**config.mk**
```make
export PLATFORM = sky130hd
export DESIGN_NAME = spi_master_byte_flat
export DESIGN_NICKNAME = d
export VERILOG_FILES = /design/src/rtl/spi_pkg.sv /design/src/rtl/spi_master_byte_if.sv /design/src/rtl/spi_sclk_div.sv /design/src/rtl/spi_master_byte.sv /design/src/flat_wrapper.sv
export SDC_FILE = /design/constraint.sdc
export NUM_CORES = 1
export LEC_CHECK = 0
export CORE_ASPECT_RATIO = 1.5
export CORE_MARGIN = 2
export CORE_UTILIZATION = 36
export DETAILED_ROUTE_END_ITERATION = 10
export SETUP_SLACK_MARGIN = 0.4
export SKIP_LAST_GASP = 1
export SYNTH_ARGS = -nofsm -noshare
export SYNTH_HDL_FRONTEND = slang
export SYNTH_SLANG_ARGS = --single-unit
```
**constraint.sdc**
```tcl
create_clock -name clk -period 2.5 [get_ports clk]
set_input_delay 0.375 -clock clk [delete_from_list [all_inputs] [get_ports clk]]
set_output_delay 0.375 -clock clk [all_outputs]
set_load 0.1 [all_outputs]
```
**src/rtl/spi_pkg.sv**
```systemverilog
// spi_pkg: shared types and constants for the SPI master byte engine.
package spi_pkg;
  localparam int DATA_W = 8;
  localparam logic DEST_B = 1'b0;
  localparam logic DEST_C = 1'b1;
  typedef enum logic [1:0] {IDLE, SETUP, SHIFT, HOLD} state_t;
endpackage

```
**src/rtl/spi_master_byte_if.sv**
```systemverilog
// spi_master_byte_if: host handshake, received-byte output and SPI pins of the byte engine.
interface spi_master_byte_if;
  import spi_pkg::*;
  logic start;
  logic [DATA_W-1:0] tx_data;
  logic dest_in;
  logic miso;
  logic sclk;
  logic mosi;
  logic cs_n;
  logic busy;
  logic done;
  logic [DATA_W-1:0] rx_data;
  logic dest_sel;
  modport master (
    input start, tx_data, dest_in, miso,
    output sclk, mosi, cs_n, busy, done, rx_data, dest_sel
  );
  modport slave (
    output start, tx_data, dest_in, miso,
    input sclk, mosi, cs_n, busy, done, rx_data, dest_sel
  );
endinterface

```
**src/rtl/spi_sclk_div.sv**
```systemverilog
// spi_sclk_div: one-cycle tick every CLK_DIV enabled cycles, restartable by clr.
module spi_sclk_div #(
  parameter int CLK_DIV = 4
) (
  input  logic clk,
  input  logic rst,
  input  logic en,
  input  logic clr,
  output logic tick
);
  localparam int W = $clog2(CLK_DIV + 1);
  logic [W-1:0] cnt;
  assign tick = en && cnt == W'(CLK_DIV - 1);
  always_ff @(posedge clk or posedge rst)
    if (rst) cnt <= '0;
    else cnt <= (clr || tick) ? '0 : en ? cnt + 1'b1 : cnt;
endmodule

```
**src/rtl/spi_master_byte.sv**
```systemverilog
// spi_master_byte: SPI mode-0 master moving one byte per start, with registered demux select.
module spi_master_byte
  import spi_pkg::*;
#(
  parameter int CLK_DIV = 4
) (
  input logic clk,
  input logic rst,
  spi_master_byte_if.master bus
);
  localparam int BW = $clog2(DATA_W);
  state_t state, state_n;
  logic tick;
  logic accept;
  logic last_bit;
  logic dest_q;
  logic [DATA_W-1:0] tx_sr, rx_sr;
  logic [BW-1:0] bit_cnt;
  spi_sclk_div #(.CLK_DIV(CLK_DIV)) u_div (
    .clk (clk),
    .rst (rst),
    .en  (state != IDLE),
    .clr (state == IDLE),
    .tick(tick)
  );
  assign accept = state == IDLE && bus.start;
  assign last_bit = bit_cnt == BW'(DATA_W - 1);
  assign bus.busy = state != IDLE;
  assign bus.cs_n = state == IDLE;
  always_ff @(posedge clk or posedge rst)
    if (rst) state <= IDLE;
    else state <= state_n;
  always_comb begin
    state_n = state;
    case (state)
      IDLE:    state_n = bus.start ? SETUP : IDLE;
      SETUP:   state_n = tick ? SHIFT : SETUP;
      SHIFT:   state_n = (tick && bus.sclk && last_bit) ? HOLD : SHIFT;
      HOLD:    state_n = tick ? IDLE : HOLD;
      default: state_n = IDLE;
    endcase
  end
  // sclk rising samples miso; sclk falling advances mosi, so the slave sees a half period of setup
  always_ff @(posedge clk or posedge rst)
    if (rst) begin
      bus.sclk <= 1'b0;
      bus.mosi <= 1'b0;
      bus.done <= 1'b0;
      bus.rx_data <= '0;
      bus.dest_sel <= 1'b0;
      tx_sr <= '0;
      rx_sr <= '0;
      bit_cnt <= '0;
      dest_q <= 1'b0;
    end else begin
      bus.done <= state == HOLD && tick;
      if (accept) begin
        tx_sr <= bus.tx_data;
        dest_q <= bus.dest_in;
        bus.mosi <= bus.tx_data[DATA_W-1];
        bit_cnt <= '0;
      end else if (state == SHIFT && tick) begin
        bus.sclk <= ~bus.sclk;
        if (!bus.sclk) rx_sr <= {rx_sr[DATA_W-2:0], bus.miso};
        else begin
          bit_cnt <= bit_cnt + 1'b1;
          if (!last_bit) begin
            tx_sr <= tx_sr << 1;
            bus.mosi <= tx_sr[DATA_W-2];
          end
        end
      end else if (state == HOLD && tick) begin
        bus.mosi <= 1'b0;
        bus.rx_data <= rx_sr;
        bus.dest_sel <= dest_q;
      end
    end
endmodule

```
**src/flat_wrapper.sv**
```systemverilog
// flat-port wrapper written by rule: the top's interface ports become plain ports
module spi_master_byte_flat import spi_pkg::*;
#(
  parameter int CLK_DIV = 4
)
  (clk, rst, bus_start, bus_tx_data, bus_dest_in, bus_miso, bus_sclk, bus_mosi, bus_cs_n, bus_busy, bus_done, bus_rx_data, bus_dest_sel);
  spi_master_byte_if bus_i ();
  input logic clk;
  input logic rst;
  input wire logic [$bits(bus_i.start)-1:0] bus_start;
  input wire logic [$bits(bus_i.tx_data)-1:0] bus_tx_data;
  input wire logic [$bits(bus_i.dest_in)-1:0] bus_dest_in;
  input wire logic [$bits(bus_i.miso)-1:0] bus_miso;
  output wire logic [$bits(bus_i.sclk)-1:0] bus_sclk;
  output wire logic [$bits(bus_i.mosi)-1:0] bus_mosi;
  output wire logic [$bits(bus_i.cs_n)-1:0] bus_cs_n;
  output wire logic [$bits(bus_i.busy)-1:0] bus_busy;
  output wire logic [$bits(bus_i.done)-1:0] bus_done;
  output wire logic [$bits(bus_i.rx_data)-1:0] bus_rx_data;
  output wire logic [$bits(bus_i.dest_sel)-1:0] bus_dest_sel;
  assign bus_i.start = bus_start;
  assign bus_i.tx_data = bus_tx_data;
  assign bus_i.dest_in = bus_dest_in;
  assign bus_i.miso = bus_miso;
  assign bus_sclk = bus_i.sclk;
  assign bus_mosi = bus_i.mosi;
  assign bus_cs_n = bus_i.cs_n;
  assign bus_busy = bus_i.busy;
  assign bus_done = bus_i.done;
  assign bus_rx_data = bus_i.rx_data;
  assign bus_dest_sel = bus_i.dest_sel;
  spi_master_byte #(.CLK_DIV(CLK_DIV)) u_core (.clk(clk), .rst(rst), .bus(bus_i));
endmodule
```
# Word-level counts from Yosys, hierarchy flattened

Cells that the tools add are included.

Bits in registers: 36
Word-level logic and storage cells: 62
Bits of input ports: 13
Output and inout port bits: 14

Reduce and logical (&&, ||, !) cells: 19
$add $sub $neg: 2
Equal/unequal tests: 8
Bitwise gates (word level): 3
Muxes and demuxes: 19

Operators with widths:

| operator              | number |
|---|---|
| $mux W7               | 4 |
| $mux W3               | 5 |
| $reduce_and A3 Y1     | 4 |
| $pmux W2 S4           | 1 |
| $reduce_bool A2 Y1    | 4 |
| $mux W1               | 7 |
| $add A3 B1 Y3 const B | 2 |
| $logic_and A1 B1 Y1   | 6 |
| $eq A2 B2 Y1 const B  | 2 |
| $mux W2               | 2 |
| $reduce_and A2 Y1     | 2 |
| $eq A3 B2 Y1 const B  | 1 |
| $eq A3 B3 Y1 const B  | 1 |
| $ne A3 B1 Y1 const B  | 1 |
| $ne A3 B2 Y1 const B  | 1 |
| $not A1 Y1            | 3 |
| $reduce_bool A3 Y1    | 1 |
| $eq A2 B1 Y1 const B  | 1 |
| $logic_not A2 Y1      | 1 |
| $ne A2 B1 Y1 const B  | 1 |
| $logic_or A1 B1 Y1    | 1 |

# Longest topological paths before layout

Depth in word-level cells: 6
Gate-level depth with buffers: 8
Gate-level depth less buffers: 6

# By module

From an unflattened synthesis, not the netlist that was laid out.

Cells, all modules: 134
Area total of the unflattened synthesis: 1,571.5 µm²

Modules (own cells, without submodules):

| module          | area an instance (µm²) | seq. area each (µm²) | instances | cells each |
|---|---|---|---|---|
| spi_master_byte | 1,401.3                | 825.8                | 1         | 118 |
| spi_sclk_div    | 170.2                  | 75.1                 | 1         | 16 |

# Least setup slack after synthesis

Ideal clock, no wire load.

Kind: register to output
Start point: register u_core.state[0]
End point: output port bus_busy
Data arrival time: 2.946 ns
Path slack: -0.821 ns
Stages on the path, launching flop included: 4
Path buffers: 1
Data required time: 2.125 ns
Path through: dfrtp_1 -> buf_6 -> nor2_1 -> inv_1

Word-level cells in the longest chain between the ends: 1

RTL lines:

| element                | line                  | RTL |
|---|---|---|
| start, declared        | spi_master_byte.sv:12 | `state_t state, state_n;` |
| start signal, assigned | spi_master_byte.sv:32 | `else state <= state_n;` |
| $reduce_bool A2 Y1     | spi_master_byte.sv:28 | `assign bus.busy = state != IDLE;` |
| end, declared          | flat_wrapper.sv:17    | `output wire logic [$bits(bus_i.busy)-1:0] bus_busy;` |

No other way between the ends.

# Worst setup path after layout

Start point: register u_core.u_div.cnt[0]
End point: register u_core.rx_sr[0]

Word-level cells in the longest chain between the ends: 4

RTL lines:

| element                     | line                  | RTL |
|---|---|---|
| start, declared             | spi_sclk_div.sv:12    | `logic [W-1:0] cnt;` |
| start signal, assigned      | spi_sclk_div.sv:16    | `else cnt <= (clr \|\| tick) ? '0 : en ? cnt + 1'b1 : cnt;` |
| $eq A3 B2 Y1                | spi_sclk_div.sv:13    | `assign tick = en && cnt == W'(CLK_DIV - 1);` |
| $logic_and A1 B1 Y1         | spi_sclk_div.sv:13    |  |
| $logic_and A1 B1 Y1         | spi_master_byte.sv:62 | `end else if (state == SHIFT && tick) begin` |
| $reduce_and A3 Y1 (no line) | --                    |  |
| end signal, assigned        | spi_master_byte.sv:64 | `if (!bus.sclk) rx_sr <= {rx_sr[DATA_W-2:0], bus.miso};` |
| end, declared               | spi_master_byte.sv:17 | `logic [DATA_W-1:0] tx_sr, rx_sr;` |

No other way between the ends.
A chain may end at the register's enable or synchronous reset.

==> results.cfg <==
[setup_path]
timing.critical_path.cells = ha_1, ha_1, nand2_4, nor3_4, mux2_2
crit_slowest_cell = sky130_fd_sc_hd__ha_1
crit_top_cell = sky130_fd_sc_hd__ha_1
worst-endpoint-required_ns = 2.67
critical_path.startpoint_type = flop
worst-path-max-fanout = 9
worst-endpoint-arrival_ns = 2.05
critPathCaptureType = flop
r2r.worst_path.cells = 5
cp_slowest_stage_delay_ns = 0.40
crit_type = reg -> reg

[placement]
placed_cells = 188
placement.cell_area_mm2 = 0.00183
detail_placement_hpwl_um = 1820
gp_congestion = 0.677
placement.io_buffers = 26

[hold_path]
hold-path-cell-count = 1
hp-class = reg -> reg

[run_status]
status = completed

[logic_synthesis]
yosysTopAreaCellShare = 0.566
synthArstFlopShare = 1.00
ys_types = 27
synth_enable_flop_cells = 0
synth_area_mm2 = 0.00159
synthDominantAreaCellType = sky130_fd_sc_hd__dfrtp_1
yosys-top-cells-area = sky130_fd_sc_hd__dfrtp_1, sky130_fd_sc_hd__mux2_2, sky130_fd_sc_hd__mux2i_1
seq_area_frac_synth = 0.566
synth_seq_cells = 36
synthCells = 120
synth_area_per_cell_um2 = 13.3
synthesis.yosys.warnings = 0
synth-main-ff-cell = sky130_fd_sc_hd__dfrtp_1
synth_nets = 137

[drt]
met2WireLength_um = 1330
met3RoutedLength_um = 132
vias = 977
avgRoutedWirePerCell_um = 13.2
max_layer_used = met4
post-route-drc-count = 0
drt.antenna.violating_nets = 0
drtPass1Iterations = 4
detailedRoute.firstIterationViolations = 7
wl_um = 2590
wl_met1_um = 1070
detail_route.vias_per_cell = 4.98

[clock_network]
cts_tree = done
clk-insertion-delay-late_ns = 0.28
clkTransAtPathRegs_ns = 0.07
clockBufferDepth = 2
cts_buffers = 5
ctsResizeCount = 0
cts_setup_buffers = 0
h-tree-depth = 2
clock_sink_count = 36
cts_root_buf = sky130_fd_sc_hd__clkbuf_8
hold_buffer_count_at_cts = 0

[cells_and_area]
fillers = 409
nets = 166
final_layout_size_suffix_gt1_frac = 0.307
antenna_cells = 0
layout.area.seq_um2 = 901
finalNonFillerCells = 196
final_design_area_no_fill_mm2 = 0.00193
multi_input_area_um2 = 628
area.growth.synth_to_final_pct = 21.4

[power_and_ir_drop]
powerDensity_mw_per_mm2 = 1130
power.ir.vdd_worst_uv = 845
power.leakage_uw = 0.000930
fin_total_pwr_uw = 2190

[global_routing]
pin_count_of_the_biggest_net_entering_global_routing = 37
track_usage = 0.118
first_global_vias = 1034
overflow = 0
wire_length_of_the_first_global_routing_pass_um = 4460
grt_antenna_before_repair = 0

[timing]
fmax_mhz = 532
finalSetupViolCount = 0
setup_total_negative_slack_ns = 0
finalCriticalPeriod_ns = 1.88
post-route-period-util = 0.752
finalClockSkew_ns = 0.00523
worst-slew-pin-transition_ns = 0.619
finalHoldViolations = 0
final_max_slew_viol_count = 0
rsz0062_at_grt = false
slew-limit-headroom = 0.587

[floorplanning]
row_count = 29
initial_core_util = 0.375
num_io_pins = 27
die_area_mm2 = 0.00498
core_region_area_mm2 = 0.00425
dieWidth_um = 58.3
dieHeight_um = 85.5

[run]
cap_viol_max_count = 0
==> synthesized netlist by cell type, types with 2 or more instances <==
master                     number
sky130_fd_sc_hd__nor3_1         2
sky130_fd_sc_hd__mux2i_1        8
sky130_fd_sc_hd__inv_1          6
sky130_fd_sc_hd__nand2_1        3
sky130_fd_sc_hd__mux2_1         3
sky130_fd_sc_hd__a21oi_1        7
sky130_fd_sc_hd__mux2_2        16
sky130_fd_sc_hd__nor2_1        12
sky130_fd_sc_hd__dfrtp_1       36
sky130_fd_sc_hd__o21ai_0        2
sky130_fd_sc_hd__buf_6          5
sky130_fd_sc_hd__ha_1           4
sky130_fd_sc_hd__nand4b_1       2
==> per-layer routing <==
layer	vias up	track usage
met4	0	0.0571
met2	20	0.199
met1	486	0.132
met3	7	0.0366
met5	-	0
li1	464	-
==> critical path: cells and delay by family (launching register included) <==
kind / cells / cell delay [ns]
adder cells (fa/ha/maj): 2 / 0.55
AND/OR/NAND/NOR: 2 / 0.46
multiplexers: 1 / 0.39
flip-flops: 1 / 0.36
==> layout by cell type, fill, tap and decap left out <==
cell and n:
sky130_fd_sc_hd__a21oi_1 7, sky130_fd_sc_hd__nor3_1 2, sky130_fd_sc_hd__nand3_4 1, sky130_fd_sc_hd__mux2i_1 8
sky130_fd_sc_hd__nand2_4 1, sky130_fd_sc_hd__nor2_4 2, sky130_fd_sc_hd__xnor2_1 1, sky130_fd_sc_hd__o22ai_1 1
sky130_fd_sc_hd__clkdlybuf4s50_1 12, sky130_fd_sc_hd__nor3_4 1, sky130_fd_sc_hd__clkinv_2 2, sky130_fd_sc_hd__a32oi_1 1
sky130_fd_sc_hd__o31a_1 1, sky130_fd_sc_hd__o21ai_0 2, sky130_fd_sc_hd__mux2_1 3, sky130_fd_sc_hd__dfrtp_1 36
sky130_fd_sc_hd__nand4b_1 2, sky130_fd_sc_hd__nor2b_1 1, sky130_fd_sc_hd__xor2_1 1, sky130_fd_sc_hd__nand2b_1 1
sky130_fd_sc_hd__nand2b_4 1, sky130_fd_sc_hd__buf_4 15, sky130_fd_sc_hd__ha_1 4, sky130_fd_sc_hd__inv_1 6
sky130_fd_sc_hd__nor2_1 11, sky130_fd_sc_hd__nor3b_1 1, sky130_fd_sc_hd__a21oi_4 1, sky130_fd_sc_hd__nand2_1 3
sky130_fd_sc_hd__mux2_2 16, sky130_fd_sc_hd__clkbuf_8 6
==> state kept, by name (all words and copies together) (netlist names) <==
name and count:
u_core.state 2, u_core.bit_cnt 3, u_core.bus.sclk 1, u_core.bus.done 1, u_core.bus.mosi 1, u_core.tx_sr 7
u_core.u_div.cnt 3, u_core.bus.dest_sel 1, u_core.rx_sr 8, u_core.bus.rx_data 8, u_core.dest_q 1
==> worst paths after layout <==
path,from,endpoint,slack [ns]
worst max-delay path,u_core.u_div.cnt[0],u_core.rx_sr[0],0.62
worst min-delay path,u_core.u_div.cnt[0],u_core.u_div.cnt[0],0.45
worst max register to register,u_core.u_div.cnt[0],u_core.rx_sr[0],0.62
worst min register to register,u_core.u_div.cnt[0],u_core.u_div.cnt[0],0.45
max in group asynchronous,rst,u_core.rx_sr[6],1.67
min in group asynchronous,rst,u_core.bus.mosi,0.51
==> report_power, final <==
group	switching [uW]	internal (uW)	leakage, uW
combinational	589	282	0.000414
sequential	160	750	0.000465
clock	194	220	0.0000510
total	942	1250	0.000930
==> cells by family after synthesis <==
family / synth area share
flip-flops: 0.566
multiplexers: 0.185
AND/OR/NAND/NOR: 0.109
AO/OA/AOI/OAI: 0.0487
buffers and inverters: 0.0495
adder cells (fa/ha/maj): 0.0314
XOR/XNOR: 0.0110
==> final cells by class <==
class,instances,area share
Sequential cell,36,0.466
Multi-Input combinational cell,73,0.325
Timing Repair Buffer,27,0.120
Clock buffer,6,0.0427
Tap cell,46,0.0298
Inverter,6,0.0116
Clock inverter,2,0.00517
==> metrics by stage <==
| step | hold WS, ns | utilization | worst slack [ns] |
|---|---|---|---|
| 3_3_place_gp | 0.428 | 0.432 | 0.690 |
| 2_1_floorplan | 0.419 | - | 0.396 |
| 6_report | 0.452 | 0.456 | 0.619 |
| 5_1_grt | 0.463 | 0.456 | 0.474 |
| 3_5_place_dp | 0.444 | 0.432 | 0.606 |
| 4_1_cts | 0.457 | 0.454 | 0.589 |
No activity file was read; power rests on OpenSTA's default activity.
